[src/rtl/register_file.sv]
// rtl/register_file.sv - 32x32 register file, two combinational read ports, one synchronous write port
module register_file #(
    parameter int DATA_WIDTH = 32,
    parameter int ADDR_WIDTH = 5
) (
    input  logic                  Clk,
    input  logic                  Rst_n,
    input  logic [ADDR_WIDTH-1:0] ReadRegister1,
    input  logic [ADDR_WIDTH-1:0] ReadRegister2,
    input  logic [ADDR_WIDTH-1:0] WriteRegister,
    input  logic [DATA_WIDTH-1:0] WriteData,
    input  logic                  RegWrite,
    output logic [DATA_WIDTH-1:0] ReadData1,
    output logic [DATA_WIDTH-1:0] ReadData2
);
    localparam int DEPTH = 2 ** ADDR_WIDTH;

    logic [DEPTH-1:1]      write_sel;
    logic [DATA_WIDTH-1:0] entries [DEPTH];

    // One-hot write decoder; entry 0 has no enable so writes to it vanish.
    always_comb begin
        write_sel = '0;
        for (int k = 1; k < DEPTH; k++) begin
            write_sel[k] = RegWrite && (WriteRegister == ADDR_WIDTH'(k));
        end
    end

    assign entries[0] = '0;

    genvar i;
    generate
        for (i = 1; i < DEPTH; i++) begin : g_reg
            logic [DATA_WIDTH-1:0] q;

            always_ff @(posedge Clk or negedge Rst_n) begin
                if (!Rst_n) begin
                    q <= '0;
                end else if (write_sel[i]) begin
                    q <= WriteData;
                end
            end

            assign entries[i] = q;
        end
    endgenerate

    // No write-to-read bypass: a same-cycle write shows up only after the edge.
    assign ReadData1 = entries[ReadRegister1];
    assign ReadData2 = entries[ReadRegister2];

endmodule

[config.mk]
export PLATFORM = sky130hd
export DESIGN_NAME = register_file
export DESIGN_NICKNAME = d
export VERILOG_FILES = /design/src/rtl/register_file.sv
export SDC_FILE = /design/constraint.sdc
export NUM_CORES = 2
export LEC_CHECK = 0
export CORE_MARGIN = 3
export CORE_UTILIZATION = 56
export DETAILED_ROUTE_END_ITERATION = 6
export PLACE_DENSITY = 0.73
export SYNTH_ARGS = -nofsm -noshare
export SYNTH_HDL_FRONTEND = slang
export SYNTH_SLANG_ARGS = --single-unit
[constraint.sdc]
create_clock -name Clk -period 2.98 [get_ports Clk]
set_clock_uncertainty 0.1 [all_clocks]
set_input_delay 0.447 -clock Clk [delete_from_list [all_inputs] [get_ports Clk]]
set_output_delay 0.447 -clock Clk [all_outputs]
set_load 0.05 [all_outputs]
# Word level (Yosys, flattened, before mapping)
# Cells that the tools add are included.
dict set report classes {
  bitwise_logic 2
  magnitude_cmp 2
  shifts 0
  eq_ne 31
  muxes 6
  reduce_logical 31
  add_sub_neg 0
  n_mul 0
  n_div 0
}
# op n
set ops {}
lappend ops {{binary-select mux 32 bit (select 5 bit)} 2}
lappend ops {{two-way mux 32 bit} 4}
lappend ops {{equality test 5 bit (second input constant)} 16}
lappend ops {{equality test 5 x 4 -> 1 bit (second input constant)} 8}
lappend ops {{logical AND 1 bit} 31}
lappend ops {{equality test 5 x 3 -> 1 bit (second input constant)} 4}
lappend ops {{>= comparator 6 bit (second input constant)} 2}
lappend ops {{NOT 5 -> 6 bit} 2}
lappend ops {{equality test 5 x 2 -> 1 bit (second input constant)} 2}
lappend ops {{equality test 5 x 1 -> 1 bit (second input constant)} 1}
dict set report word_totals {
  mem_bits_rw 0
  memories 0
  latch_bits 0
  reg_bits 992
  romBits 0
  wordCells 103
  inputBits 50
  out_inout_bits 64
}

# Logic depth before layout (Yosys ltp)
dict set report depth {
  word_depth 4
  mapped_depth 9
  mapped_depth_nobuf 4
}

# Least setup slack after synthesis
# OpenSTA, ideal clock, no wires.
dict set report synth_path {
  path_kind {input port to output port}
  start {in ReadRegister2[0]}
  end {out ReadData2[23]}
  cell_stages 9
  t_arrival_ns 2.650
  setup_slack_ns -0.217
  required_time_ns 2.433
  path_buffers 5
  cell_sequence {buf_4 buf_6 buf_6 buf_6 buf_6 mux2i_1 o22ai_1 a211oi_1 o31ai_1}
}
dict set report synth_between {
  elab_chain_len 4
}
# item line_no
set synth_lines {}
lappend synth_lines {{start, declared} 9} ;# input logic [ADDR_WIDTH-1:0] ReadRegister2,
lappend synth_lines {{NOT 5 -> 6 bit (not written as such)} 50} ;# assign ReadData2 = entries[ReadRegister2];
lappend synth_lines {{binary-select mux 32 bit (select 5 bit)} 50}
lappend synth_lines {{two-way mux 32 bit (not written as such) (2 in a row)} 50}
lappend synth_lines {{end, declared} 14} ;# output logic [DATA_WIDTH-1:0] ReadData2
# No other way between the ends. The select of a mux whose other input is x is not followed.

# Worst setup path in the final report
dict set report layout_path {
  start {reg g_reg[3].q[27]}
  end {out ReadData2[27]}
}
dict set report layout_between {
  elab_chain_len 3
}
# item line_no
set layout_lines {}
lappend layout_lines {{start, declared} 34} ;# logic [DATA_WIDTH-1:0] q;
lappend layout_lines {{start signal, assigned} 40} ;# q <= WriteData;
lappend layout_lines {{binary-select mux 32 bit (select 5 bit)} 50}
lappend layout_lines {{two-way mux 32 bit (not written as such) (2 in a row)} 50}
# No other way between the ends. The select of a mux whose other input is x is not followed.

==> implementation parameters <==
Parameter                              Value

Clock tree
  Clock H-tree levels    3
  Worst-case clock buffer depth    3
  Number of buffers inserted during clock tree synthesis    108
  TritonCTS clock tree    yes
  Clock root buffer    clkbuf_16
  Clock transition at the registers of the reported paths    0.06 ns
  Clock insertion delay at the later pin of the skew report    0.68 ns
  Clock sink count    992

Logic synthesis
  Mean Syn Cell Area    14.6 sq um
  Most frequent cell after synthesis    mux2_2
  Count of synthesis-stage warnings from yosys    0
  Post-synthesis instance total    3639
  Area fraction of the dominant cell type after synthesis    0.466
  Leading area contributor after synthesis    dfrtp_1
  Number of distinct library cells after synthesis    32
  Portion of the post-synthesis area used by sequential elements    0.466
  Synth cell count leaders    mux2_2 (1035), dfrtp_1 (992), mux4_2 (384)
  Flip-flop and latch count after synthesis    992
  Post-Synthesis Cell Area    53200 sq um
  Fraction of registers with async set or reset after synthesis    1.00
  Top FF cell, synth    dfrtp_1
  Synthesized net count    3689
  Post-synth EDFFs    0
  Largest cells by area after synthesis    dfrtp_1 (47%), mux2_2 (22%), mux4_2 (16%), a22o_1 (3.2%), mux2i_1 (3.0%)

Floorplan
  Core Area    93700 sq um
  Die W    314 um
  Number of I/O pins    114
  Count of standard-cell rows    112
  Starting density of the core    0.568
  Die span in y    314 um
  Total Die Area    98800 sq um

Placed design
  Detailed Place HPWL    106 mm
  Pre-CTS setup slack    -0.0861 ns
  Final RePlAce weighted congestion    0.898
  Count of buffers from port buffering    113
  Area after detailed placement    58600 sq um
  Placed Instances    4876

Setup path
  Startpoint type of the worst setup path    flip-flop
  Master of the slowest instance on the critical path    a211oi_1
  Largest delay share family, worst path    compound AO/OA/AOI/OAI gates
  Required time of the critical path    2.43 ns
  Arrival @ worst endpoint    2.42 ns
  Crit Path Class    flip-flop to output port
  Biggest fanout along the worst timing path    3
  Startpoint of the worst-slack reg-to-reg timing path    g_reg[31].q[10]$_DFFE_PN0P_
  Worst R2R Path Depth    2
  CP bufs+invs    1
  Category of the worst setup path capture point    output port
  Delay contributed by the slowest stage of the critical path    0.47 ns
  End of the worst register-to-register path    g_reg[31].q[10]$_DFFE_PN0P_
  Cells traversed along the worst timing path    mux2_2 > a22o_1 > a211oi_1 > o31ai_2 > buf_12
  R2r setup slk    1.98 ns

Timing
  Unrepaired setup endpoints after global routing    true
  Final period util    0.995
  Number of pins with negative max-slew slack in the final report    0
  Setup violations, final    0
  Final setup margin    0.0160 ns
  Worst slew margin relative to its limit    0.263
  Worst-margin pin slew    1.10 ns
  Post-layout minimum cycle time    2.96 ns
  Final Hold Fails    0
  Maximum frequency from static timing analysis    337 MHz
  Tightest hold margin    0.288 ns

Final layout
  Relative area change from synthesis to final layout    17.9%
  Largest register FFs    992
  Share of cells above drive strength 1    0.550
  Post-route cell area    62800 sq um
  Total Nets Final    3800
  Largest registers    g.q: 992 flops
  Post-route non-filler standard cell count    5091
  Register name with the most flops    g.q

Pwr
  Power per standard cell area    668 nW/um^2
  Standby leakage power    27.3 nW
  Power Total    0.0419 W
  Maximum ir drop on the vdd rail    0.000530 V

Run
  Reported max-cap violation count    0

Routing
  Post-route antenna net violation count    0
  Post-detailed-route wirelength per cell    33.5 um
  Initial detailed-routing violation count    3656
  Number of iterations in the first detailed-routing pass    5
  Via Count    36084
  Residual DRC count    0
  Average vias per placed instance    7.09
  Wire length reported by the detailed router    170 mm

Global route
  Global route total overflow    0
  First-pass GRT wire length    255 mm
  Maximum number of pins on one net before global-route repair    87
  Via count of the first global-routing pass    38824
  Global Route Usage Sum    0.349
  Antenna violations before repair    5

Status
  Result of the run    complete, no violations

Hold path
  Worst hold path type    input pin to asynchronous set/reset pin
cell type report:
class	instances	area [sq um]
repair buffers	409	5470
fillers	6270	31000
inverters	2	8.76
diodes	3	7.51
well taps	1254	1570
multi-input cells	2237	27300
clock inverters	37	497
clock buffers	157	3130
flip-flops and latches	992	24800
logic make-up (layout without fill, tap and decap cells):
kind of cell | count (synthesis) | after routing | share of synthesized area
buf+inv | 410 | 605 | 0.0364
flops | 992 | 992 | 0.466
mux | 1600 | 1600 | 0.416
other cells | 0 | 3 | 0
compound gates | 448 | 448 | 0.0632
simple gates | 189 | 189 | 0.0181
report_power, final:
part	total [W]	switching, W	internal [W]
Clock	0.0138	0.00557	0.00820
Combinational	0.0100	0.00423	0.00576
Sequential	0.0182	0.00205	0.0161
Total	0.0419	0.0119	0.0301
metrics by stage:
step | TNS (ns) | utilization
floorplan | 0 | -
global placement | -0.331 | 0.625
detailed placement | -0.503 | 0.625
CTS | -0.123 | 0.666
global route | -0.0859 | 0.670
finish | 0 | 0.670
worst max-delay path by stage:
| stage | startpoint | end | slack, ns | cells past startpoint |
|---|---|---|---|---|
| 2_1_floorplan | ReadRegister2[0] | ReadData2[23] | 0.21 | 9 |
| 4_1_cts | g_reg[29].q[31]$_DFFE_PN0P_ | ReadData1[31] | -0.05 | 6 |
| 6_report | g_reg[3].q[27]$_DFFE_PN0P_ | ReadData2[27] | 0.02 | 5 |
| 3_5_place_dp | ReadRegister1[1] | ReadData1[31] | -0.09 | 10 |
| 5_1_grt | g_reg[31].q[1]$_DFFE_PN0P_ | ReadData1[1] | -0.03 | 5 |
| 3_3_place_gp | ReadRegister1[1] | ReadData1[31] | -0.11 | 10 |
per-layer routing:
layer  GRT usage  routed length [um]
met1       0.455               64600
met2       0.543               78600
met3      0.0902               16600
met4       0.183               10500
met5           0                  32
timing repair:
action                                  4_1_cts  5_1_grt
endpoints found under the setup margin       20       37
buffers inserted                              4       15
gates resized for setup                      20       41
pin swaps                                     2        5
hold buffers                                  1        0
gates cloned                                  1        0
endpoints found under the hold margin        27        0
cell usage in the layout, fill, tap and decap left out, drive strengths merged:
master,netlist,routed
mux2,1056,1056
dfrtp,992,992
mux4,384,384
buf,192,369
a22o,192,192
mux2i,160,160
clkbuf,216,158
nand2,79,79
o22ai,64,64
o31ai,64,64
a211oi,64,64
o21ai,64,64
clkdlybuf4s50,0,38
and2,34,34
and3,32,32
clkinv,0,21
nor2,15,15
bufinv,0,11
nor2b,10,10
inv,2,6
nand2b,5,5
diode,0,3
nand4b,3,3
or3,3,3
nor3,3,3
nor3b,2,2
nand3,1,1
nand4,1,1
nor4,1,1
clkinvlp,0,1
dlygate4sd3,0,1
(Power assumes the default switching activity.)
